[src/rtl/proc_define.sv]
// ============================================================================
// proc_define
// Major opcode macros for the RV32I instruction classes seen by the pipeline.
// Revision: 1.0
// ============================================================================
`default_nettype none
`ifndef PROC_DEFINE_SV
`define PROC_DEFINE_SV

`define RTYPE     7'b0110011
`define ITYPE_ALU 7'b0010011
`define LOAD      7'b0000011
`define STORE     7'b0100011
`define BRANCH    7'b1100011
`define JAL       7'b1101111

`endif
`default_nettype wire

[src/rtl/proc_pkg.sv]
// ============================================================================
// proc_pkg
// Shared pipeline types: forward-source select and shadow stage record.
// Revision: 1.0
// ============================================================================
`default_nettype none
package proc_pkg;

   typedef enum logic [1:0] {
      FWD_NONE = 2'd0,
      FWD_M    = 2'd1,
      FWD_W    = 2'd2
   } fwd_sel_t;

   typedef struct packed {
      logic       valid;
      logic [6:0] opcode;
      logic [4:0] rd;
      logic [4:0] rs1;
      logic [4:0] rs2;
      logic       uses_rs1;
      logic       uses_rs2;
      logic       writes_rd;
   } stage_t;

   localparam stage_t C_STAGE_EMPTY = '0;

endpackage
`default_nettype wire

[src/rtl/inst_reg_use.sv]
// ============================================================================
// inst_reg_use
// Classifies an opcode by which register fields it reads and writes.
// Revision: 1.0
// ============================================================================
`default_nettype none
`include "proc_define.sv"

module inst_reg_use (
   input  logic [6:0] opcode,
   output logic       uses_rs1,
   output logic       uses_rs2,
   output logic       writes_rd
);

   always_comb begin
      uses_rs1  = 1'b0;
      uses_rs2  = 1'b0;
      writes_rd = 1'b0;
      case (opcode)
         `RTYPE: begin
            uses_rs1  = 1'b1;
            uses_rs2  = 1'b1;
            writes_rd = 1'b1;
         end
         `ITYPE_ALU, `LOAD: begin
            uses_rs1  = 1'b1;
            writes_rd = 1'b1;
         end
         `STORE, `BRANCH: begin
            uses_rs1  = 1'b1;
            uses_rs2  = 1'b1;
         end
         `JAL: writes_rd = 1'b1;
         default: ;
      endcase
   end

endmodule
`default_nettype wire

[src/rtl/hazard_unit.sv]
// ============================================================================
// hazard_unit
// Shadow X/M/W tracker producing stall, bubble, flush, freeze and forwarding.
// Revision: 1.0
// ============================================================================
`default_nettype none
`include "proc_define.sv"

module hazard_unit
   import proc_pkg::*;
#(
   parameter int CNT_W = 16
) (
   input  logic             clk_i,
   input  logic             rst_n_i,
   input  logic [31:0]      d_inst_i,
   input  logic             d_valid_i,
   input  logic             x_branch_taken_i,
   input  logic             m_mem_ready_i,
   output logic             stall_d_o,
   output logic             bubble_x_o,
   output logic             flush_o,
   output logic             freeze_o,
   output fwd_sel_t         fwd1_sel_o,
   output fwd_sel_t         fwd2_sel_o,
   output logic             x_valid_o,
   output logic             m_valid_o,
   output logic             w_valid_o,
   output logic [CNT_W-1:0] stall_cycles_o
);

   localparam logic [CNT_W-1:0] C_CNT_MAX = '1;

   stage_t           r_x, r_m, r_w;
   stage_t           w_d;
   logic             w_d_uses_rs1, w_d_uses_rs2, w_d_writes_rd;
   logic             w_freeze, w_flush, w_load_use;
   logic [CNT_W-1:0] r_cnt;
   logic             w_unused_bits;

   inst_reg_use u_d_use (
      .opcode    (d_inst_i[6:0]),
      .uses_rs1  (w_d_uses_rs1),
      .uses_rs2  (w_d_uses_rs2),
      .writes_rd (w_d_writes_rd)
   );

   always_comb begin
      w_d           = C_STAGE_EMPTY;
      w_d.valid     = d_valid_i;
      w_d.opcode    = d_inst_i[6:0];
      w_d.rd        = d_inst_i[11:7];
      w_d.rs1       = d_inst_i[19:15];
      w_d.rs2       = d_inst_i[24:20];
      w_d.uses_rs1  = w_d_uses_rs1;
      w_d.uses_rs2  = w_d_uses_rs2;
      w_d.writes_rd = w_d_writes_rd;
   end

   assign w_freeze = r_m.valid && ((r_m.opcode == `LOAD) || (r_m.opcode == `STORE))
                     && !m_mem_ready_i;
   assign w_flush  = x_branch_taken_i && r_x.valid && !w_freeze;
   assign w_load_use = !w_freeze && !w_flush && r_x.valid && (r_x.opcode == `LOAD)
                       && (r_x.rd != 5'd0) && w_d.valid
                       && ((w_d.uses_rs1 && (w_d.rs1 == r_x.rd))
                        || (w_d.uses_rs2 && (w_d.rs2 == r_x.rd)));

   // A matching M-stage load yields no forward rather than falling back to W.
   function automatic fwd_sel_t pick_fwd(input logic   src_used,
                                         input logic [4:0] src,
                                         input stage_t m,
                                         input stage_t w);
      fwd_sel_t sel;
      sel = FWD_NONE;
      if (src_used) begin
         if (m.valid && m.writes_rd && (m.rd != 5'd0) && (m.rd == src))
            sel = (m.opcode == `LOAD) ? FWD_NONE : FWD_M;
         else if (w.valid && w.writes_rd && (w.rd != 5'd0) && (w.rd == src))
            sel = FWD_W;
      end
      return sel;
   endfunction

   always_ff @(posedge clk_i) begin
      if (!rst_n_i) begin
         r_x   <= C_STAGE_EMPTY;
         r_m   <= C_STAGE_EMPTY;
         r_w   <= C_STAGE_EMPTY;
         r_cnt <= '0;
      end else begin
         if (!w_freeze) begin
            r_w <= r_m;
            r_m <= r_x;
            r_x <= w_d;
            if (w_flush || w_load_use)
               r_x.valid <= 1'b0;
         end
         if ((w_load_use || w_freeze) && (r_cnt != C_CNT_MAX))
            r_cnt <= r_cnt + CNT_W'(1);
      end
   end

   assign stall_d_o      = w_load_use;
   assign bubble_x_o     = w_load_use;
   assign flush_o        = w_flush;
   assign freeze_o       = w_freeze;
   assign fwd1_sel_o     = pick_fwd(r_x.valid && r_x.uses_rs1, r_x.rs1, r_m, r_w);
   assign fwd2_sel_o     = pick_fwd(r_x.valid && r_x.uses_rs2, r_x.rs2, r_m, r_w);
   assign x_valid_o      = r_x.valid;
   assign m_valid_o      = r_m.valid;
   assign w_valid_o      = r_w.valid;
   assign stall_cycles_o = r_cnt;

   assign w_unused_bits = ^{r_m.rs1, r_m.rs2, r_m.uses_rs1, r_m.uses_rs2,
                            r_w.opcode, r_w.rs1, r_w.rs2, r_w.uses_rs1, r_w.uses_rs2,
                            d_inst_i[31:25], d_inst_i[14:12]};

endmodule
`default_nettype wire

[config.mk]
export PLATFORM = sky130hd
export DESIGN_NAME = hazard_unit
export DESIGN_NICKNAME = d
export VERILOG_FILES = /design/src/rtl/proc_pkg.sv /design/src/rtl/inst_reg_use.sv /design/src/rtl/hazard_unit.sv
export VERILOG_INCLUDE_DIRS = /design/src /design/src/rtl
export SDC_FILE = /design/constraint.sdc
export NUM_CORES = 1
export LEC_CHECK = 0
export BUFFER_PORTS_ARGS = -buffer_cell sky130_fd_sc_hd__buf_4
export CELL_PAD_IN_SITES_DETAIL_PLACEMENT = 0
export CELL_PAD_IN_SITES_GLOBAL_PLACEMENT = 1
export CORE_MARGIN = 2
export CORE_UTILIZATION = 43
export DETAILED_ROUTE_END_ITERATION = 10
export PLACE_DENSITY_LB_ADDON = 0.1
export SLEW_MARGIN = 40
export SYNTH_ARGS = -nofsm -noshare
export SYNTH_HDL_FRONTEND = slang
export SYNTH_HIERARCHICAL = 1
export SYNTH_SLANG_ARGS = --single-unit
[constraint.sdc]
create_clock -name clk_i -period 4.1 [get_ports clk_i]
set_clock_uncertainty 0.15 [all_clocks]
set_input_delay 0.205 -clock clk_i [delete_from_list [all_inputs] [get_ports clk_i]]
set_output_delay 0.205 -clock clk_i [all_outputs]
set_load 0.01 [all_outputs]
=== Word level (Yosys, flattened, before mapping) ===
Cells that the tools add are included.

* Add/subtract/negate cells: 1
* Multiply operators: 0
* Div/mod/pow operators: 0
* Order comparisons: 0
* Eq/ne operators: 16
* Shift-type cells: 0
* Muxes and demuxes: 11
* Bitwise gates (word level): 0
* Reduce and logical (&&, ||, !) cells: 36

{| class="wikitable"
|+ Operators by type and width
! cell !! count
|-
| equality test 5 bit || 6
|-
| logical AND 1 bit || 23
|-
| equality test 7 x 2 -> 1 bit, second input constant || 3
|-
| equality test 7 x 6 -> 1 bit, second input constant || 3
|-
| adder 16 x 1 -> 16 bit, second input constant || 1
|-
| inequality test 16 bit, second input constant || 1
|-
| nonzero test 5 bit || 3
|-
| equality test 7 bit, second input constant || 2
|-
| 2-to-1 mux 2 bit || 6
|-
| equality test 7 x 5 -> 1 bit, second input constant || 1
|-
| 2-to-1 mux 1 bit || 5
|-
| OR reduction 5 bit || 1
|-
| logical OR 1 bit || 4
|-
| OR reduction 4 bit || 1
|-
| zero test 1 bit || 3
|-
| OR reduction 3 bit || 1
|}

* Register bits after elaboration: 63
* Bits in latches: 0
* RAM bits: 0
* Memory bits (read-only): 0
* Output and inout port bits: 27
* Word-level logic and storage cells: 80
* Memories: 0

=== Depth between registers and ports, before layout ===
* Depth in word-level cells: 15
* Depth in mapped cells: 10
* Depth with buffers taken out: 7

=== Cells and area by module ===
The synthesis kept the hierarchy.

{| class="wikitable"
|+ Modules (own cells, without submodules)
! module !! instances !! cells each !! area each (µm²) !! sequential area each (µm²)
|-
| hazard_unit || 1 || 361 || 2950.3 || 1261.2
|-
| inst_reg_use || 1 || 9 || 86.3 || 0.0
|}

=== Worst setup path after synthesis ===
OpenSTA, ideal clock, no wires.

* Kind: reg-to-output
* From: reg r_m[20] (netlist bit)
* To: out stall_d_o
* Data arrival time: 1868 ps
* Slack: 1877 ps
* Cell stages (with the launch flop): 9
* Path buffers: 3
* Path through: dfxtp_1 -> nor4b_2 -> nand3b_1 -> or3b_1 -> buf_6 -> clkinv_8 -> clkbuf_1 -> nor2_1 -> buf_4

* Word-level cells in the longest chain between the ends: 13
* Elaborated cells on any way between the ends: 14
* Classes of those cells: eq/ne: 2; reduce/logical: 12

{| class="wikitable"
|+ Ends and longest elaborated chain
! element !! line !! source
|-
| start, declared || hazard_unit.sv:34 || <nowiki>stage_t r_x, r_m, r_w;</nowiki>
|-
| start signal, assigned || hazard_unit.sv:93 || <nowiki>r_m <= r_x;</nowiki>
|-
| equality test 7 x 2 -> 1 bit (no line) / equality test 7 x 6 -> 1 bit (equally long branches) || -- ||
|-
| logical OR 1 bit (*) || hazard_unit.sv:60 || <nowiki>assign w_freeze = r_m.valid && ((r_m.opcode == `LOAD) || (r_m.opcode == `STORE))</nowiki>
|-
| logical AND 1 bit (*) (2 in a row) || hazard_unit.sv:60 ||
|-
| via freeze_o || hazard_unit.sv:23 || <nowiki>output logic freeze_o,</nowiki>
|-
| zero test 1 bit (*) || -- ||
|-
| logical AND 1 bit || hazard_unit.sv:62 || <nowiki>assign w_flush = x_branch_taken_i && r_x.valid && !w_freeze;</nowiki>
|-
| zero test 1 bit || hazard_unit.sv:63 || <nowiki>assign w_load_use = !w_freeze && !w_flush && r_x.valid && (r_x.opcode == `LOAD)</nowiki>
|-
| logical AND 1 bit (*) (6 in a row) || hazard_unit.sv:63 ||
|-
| end, declared || hazard_unit.sv:20 || <nowiki>output logic stall_d_o,</nowiki>
|}

Mark *: on every way through the listed nets, which the timed path passes. The rest lies on a longest branch.

=== Final worst setup path ===
* From: in d_inst_i[2]
* To: reg r_cnt[8] (netlist: stall_cycles_o[8])

* Word-level cells in the longest chain between the ends: 8
* Elaborated cells on any way between the ends: 15
* Classes of those cells: eq/ne: 5; mux: 2; reduce/logical: 8

{| class="wikitable"
|+ Ends and longest elaborated chain
! element !! line !! source
|-
| start, declared || hazard_unit.sv:16 || <nowiki>input logic [31:0] d_inst_i,</nowiki>
|-
| equality test 7 x 6 -> 1 bit / equality test 7 bit (equally long branches) || inst_reg_use.sv:20 || <nowiki>case (opcode)</nowiki>
|-
| OR reduction 3 bit (no line) (*) || -- ||
|-
| 2-to-1 mux 1 bit (*) || inst_reg_use.sv:20 ||
|-
| via w_d_uses_rs2 || hazard_unit.sv:36 || <nowiki>logic w_d_uses_rs1, w_d_uses_rs2, w_d_writes_rd;</nowiki>
|-
| logical AND 1 bit (*) || hazard_unit.sv:66 || <nowiki>|| (w_d.uses_rs2 && (w_d.rs2 == r_x.rd)));</nowiki>
|-
| logical OR 1 bit (*) || hazard_unit.sv:66 ||
|-
| logical AND 1 bit (*) || hazard_unit.sv:63 ||
|-
| logical OR 1 bit (*) || hazard_unit.sv:98 || <nowiki>if ((w_load_use || w_freeze) && (r_cnt != C_CNT_MAX))</nowiki>
|-
| logical AND 1 bit (*) || hazard_unit.sv:98 ||
|-
| end signal, assigned || hazard_unit.sv:99 || <nowiki>r_cnt <= r_cnt + CNT_W'(1);</nowiki>
|-
| end, declared || hazard_unit.sv:38 || <nowiki>logic [CNT_W-1:0] r_cnt;</nowiki>
|}

Marks and branches as above.
A chain may end at the register's enable or synchronous reset.

==> out/qor.log <==
[logic_synthesis] Async S/R FF share, synth 0%
[power] internal power contribution 0.00110 W
[sta] setup repair after global routing missed its margin no
[cts] number of clock sinks seen by CTS 63
[route] Routed Antenna Nets 0
[logic_synthesis] main area contributors after synthesis sky130_fd_sc_hd__dfxtp_1 42%, sky130_fd_sc_hd__nand2_1 12%, sky130_fd_sc_hd__a21oi_1 8.2%
[floorplan] effective utilization at floorplan 44.5%
[placed_design] Final HPWL DP 5040 um
[global_routing] Tot GR Track Use 20.8%
[worst_setup_path] depth of the most critical reg-to-reg path 7
[floorplan] overall die width 88.0 um
[cts] post-cts repair resize count 0
[sta] worst slew slack as a fraction of its limit 53.4%
[sta] time the final worst path needs with I/O delays and setup 2.81 ns
[logic_synthesis] Post-Syn Nets 408
[flow_run] Max Cap Viol 0
[cts] CTS clk-pin slew, worst paths 0.07 ns
[sta] Max Transition Viols Final 0
[route] Routed WL per cell 13.8 um
[power] areal power density over the cells 359 nW/um^2
[power] part of the power in the clock network 46.1%
[cts] number of buffers on the longest clock path 2
[logic_synthesis] count of synthesis-stage warnings from yosys 6
[cts] clock insertion delay at the later pin of the skew report 0.34 ns
[floorplan] standard-cell row count 30
[logic_synthesis] synth unique cells 45
[logic_synthesis] share of Yosys cell area claimed by the top area cell type 41.5%
[sta] actual slew at the worst max-slew pin 0.699 ns
[sta] Fin Setup TNS 0 ns
[floorplan] die area 7750 um^2
[logic_synthesis] synthesized netlist cell count 370
[worst_setup_path] origin of the critical flop-to-flop path r_m[20]
[sta] Fin Hold WS 0.0382 ns
[global_routing] vias in the first global route 2,530
[placed_design] port buffer count 53
[finish] layout cell share with drive strength beyond 1 18.4%
[worst_setup_path] maximum fanout along the worst path 28
[cts] Post-CTS Hold Buffers 24
[sta] Fmax 356 MHz
[global_routing] total grt overflow 0
[worst_setup_path] crit path kind in -> reg
[route] final wirelength 7470 um
[cts] clock tree from TritonCTS done
[finish] fill cell count 648
[route] overall via count from detail_route 2,791
[power] peak ir drop on the vdd network 0.000210 V
[finish] final core occ 58.1%
[sta] setup slack after layout 1.29 ns
[worst_setup_path] type of element capturing the critical path register
[cts] CTS H-tree depth 3
[logic_synthesis] average cell area after synthesis 8.21 um^2
[placed_design] Placement Setup Slack 1.46 ns
[finish] antenna cells 0
[hold_path] hold wc startpoint rst_n_i
[sta] ratio of final minimum period to clock period 68.6%
[logic_synthesis] total of flip-flops plus latches after synthesis 63
[logic_synthesis] cell area after synthesis 3040 um^2
[power] switching power summed over all nets 0.000322 W
[placed_design] placed cells 502
[route] Detailed Route Iter0 Violations 129
[finish] net total in the final layout 479
[floorplan] overall die height 88.0 um
[finish] area added between synthesis and finish 30.7%
[hold_path] hold path depth 2
[worst_setup_path] Worst EP required 4.21 ns
[route] routed vias/inst 5.15
[floorplan] I/O pin count 64
[power] fraction of power consumed by combinational cells 7.9%
[cts] post-CTS setup buffer count 0
[floorplan] placeable core area 6830 um^2
[logic_synthesis] register area share after synthesis 41.5%
[sta] endpoints failing setup 0
[cts] buffer type at the clock tree root sky130_fd_sc_hd__clkbuf_8
[global_routing] maximum number of pins on one net before global-route repair 47
[global_routing] first-pass GRT wire length 12,500 um
[logic_synthesis] dominant cell by count in the synthesized netlist sky130_fd_sc_hd__nand2_1
[placed_design] placer congestion estimate 0.831
[hold_path] type of the most critical hold path in -> reg
[global_routing] number of antenna violations at the first check in global routing 0
[power] leakage power of the design 1.52 nW
[hold_path] sink of the worst hold path stall_cycles_o[12]
[worst_setup_path] CP startpoint kind input port
[logic_synthesis] number of flops mapped to enable cells by yosys 0
[worst_setup_path] arrival time of data at the critical path endpoint 2.93 ns
[finish] number of standard cells in the final layout excluding fillers 542
[sta] number of hold-slack violations in the final timing report 0
[route] number of detailed-routing iterations run before antenna repair 4
[run_status] outcome finished, final reports clean
[logic_synthesis] Synth top cells by count 94 x sky130_fd_sc_hd__nand2_1, 63 x sky130_fd_sc_hd__dfxtp_1, 50 x sky130_fd_sc_hd__a21oi_1
[route] DRC violations left 0
[power] sequential fraction of design power 45.9%
[cts] number of buffers added by the clock tree synthesis step 9
[worst_setup_path] Reg2Reg Capture Point stall_cycles_o[8]
[logic_synthesis] leading register cell type out of synthesis sky130_fd_sc_hd__dfxtp_1
[worst_setup_path] worst-case register-to-register setup slack 1.57 ns
[power] switching part of the total power 22.6%
[logic_synthesis] Synth area leader sky130_fd_sc_hd__dfxtp_1
[cell type report]
type	instances	area, um^2	share of cell area [%]
repair buffers	80	661	16.7
inverters	4	27.5	0.694
multi-input cells	283	1650	41.7
clock inverters	7	121	3.06
clock buffers	9	124	3.12
flip-flops and latches	63	1260	31.8
well taps	96	120	3.03
[worst max-delay path by stage]
stage                startpoint           endpoint
CTS                 d_inst_i[2]  stall_cycles_o[8]
finish              d_inst_i[2]  stall_cycles_o[8]
global placement    d_inst_i[2]  stall_cycles_o[9]
detailed placement  d_inst_i[2]  stall_cycles_o[8]
global route        d_inst_i[2]  stall_cycles_o[4]
floorplan               r_m[20]          stall_d_o
[sequential cells by signal, summed over array words and instances, names as in the netlist]
signal	flops
r_x	25
stall_cycles_o	16
r_w	6
m_valid_o	1
x_valid_o	1
r_m	13
w_valid_o	1
[layout by cell type (no fill, tap or decap), types with 5 or more instances in the layout]
cell / Yosys / routed
sky130_fd_sc_hd__dfxtp_1: 63 / 63
sky130_fd_sc_hd__o31ai_1: 8 / 8
sky130_fd_sc_hd__and3_1: 5 / 5
sky130_fd_sc_hd__nand3_1: 12 / 12
sky130_fd_sc_hd__a21oi_1: 50 / 50
sky130_fd_sc_hd__dlygate4sd3_1: 0 / 24
sky130_fd_sc_hd__nand2_1: 94 / 94
sky130_fd_sc_hd__nand2b_1: 6 / 6
sky130_fd_sc_hd__nor3_1: 6 / 5
sky130_fd_sc_hd__clkbuf_8: 0 / 9
sky130_fd_sc_hd__nand4_1: 8 / 8
sky130_fd_sc_hd__buf_4: 2 / 56
sky130_fd_sc_hd__xor2_1: 8 / 8
sky130_fd_sc_hd__or4_1: 11 / 11
sky130_fd_sc_hd__nor2_1: 12 / 12
sky130_fd_sc_hd__xnor2_1: 22 / 22
[metal layers]
layer  share of wire [%]  global-route usage [%]  wire, um
met4                0.98                    4.96        73
met3                 4.3                    5.94       321
met5                   0                       0         0
met2                  47                    32.6      3510
met1                  48                    28.4      3570
[power by group through the flow]
stage          clock [W]  combinational (W)  sequential [W]
3_3_place_gp           0          0.0000936        0.000668
4_1_cts         0.000671           0.000113        0.000654
2_1_floorplan          0          0.0000562        0.000661
6_report        0.000657           0.000113        0.000654
5_1_grt         0.000702           0.000125        0.000657
3_5_place_dp           0          0.0000945        0.000668
[cell families (layout without fill, tap and decap cells)]
| family | after synthesis | count (layout) | share of synthesized area (%) |
|---|---|---|---|
| muxes | 4 | 4 | 1.32 |
| DFF | 63 | 63 | 41.5 |
| buffers and inverters | 24 | 100 | 4.20 |
| AOI/OAI and AO/OA | 70 | 70 | 14.0 |
| adders and majority gates | 1 | 1 | 0.412 |
| and+or+nand+nor | 178 | 178 | 29.9 |
| xor gates and xnor gates | 30 | 30 | 8.65 |
[worst max-delay path, stage by stage]
cell                            delay (ns)
sky130_fd_sc_hd__dlygate4sd3_1        0.54
sky130_fd_sc_hd__buf_4                0.14
sky130_fd_sc_hd__nand4bb_4            0.23
sky130_fd_sc_hd__a211oi_1             0.31
sky130_fd_sc_hd__nand2_1              0.09
sky130_fd_sc_hd__o22ai_1              0.33
sky130_fd_sc_hd__a31oi_4              0.35
sky130_fd_sc_hd__or4_1                0.59
sky130_fd_sc_hd__a21oi_1              0.14
[metrics by stage]
step	area, um^2	power [W]
floorplan	3040	0.000718
global route	3970	0.00148
finish	3970	0.00142
detailed placement	3480	0.000763
global placement	3480	0.000761
CTS	3970	0.00144
No activity file was read; power rests on OpenSTA's default activity.
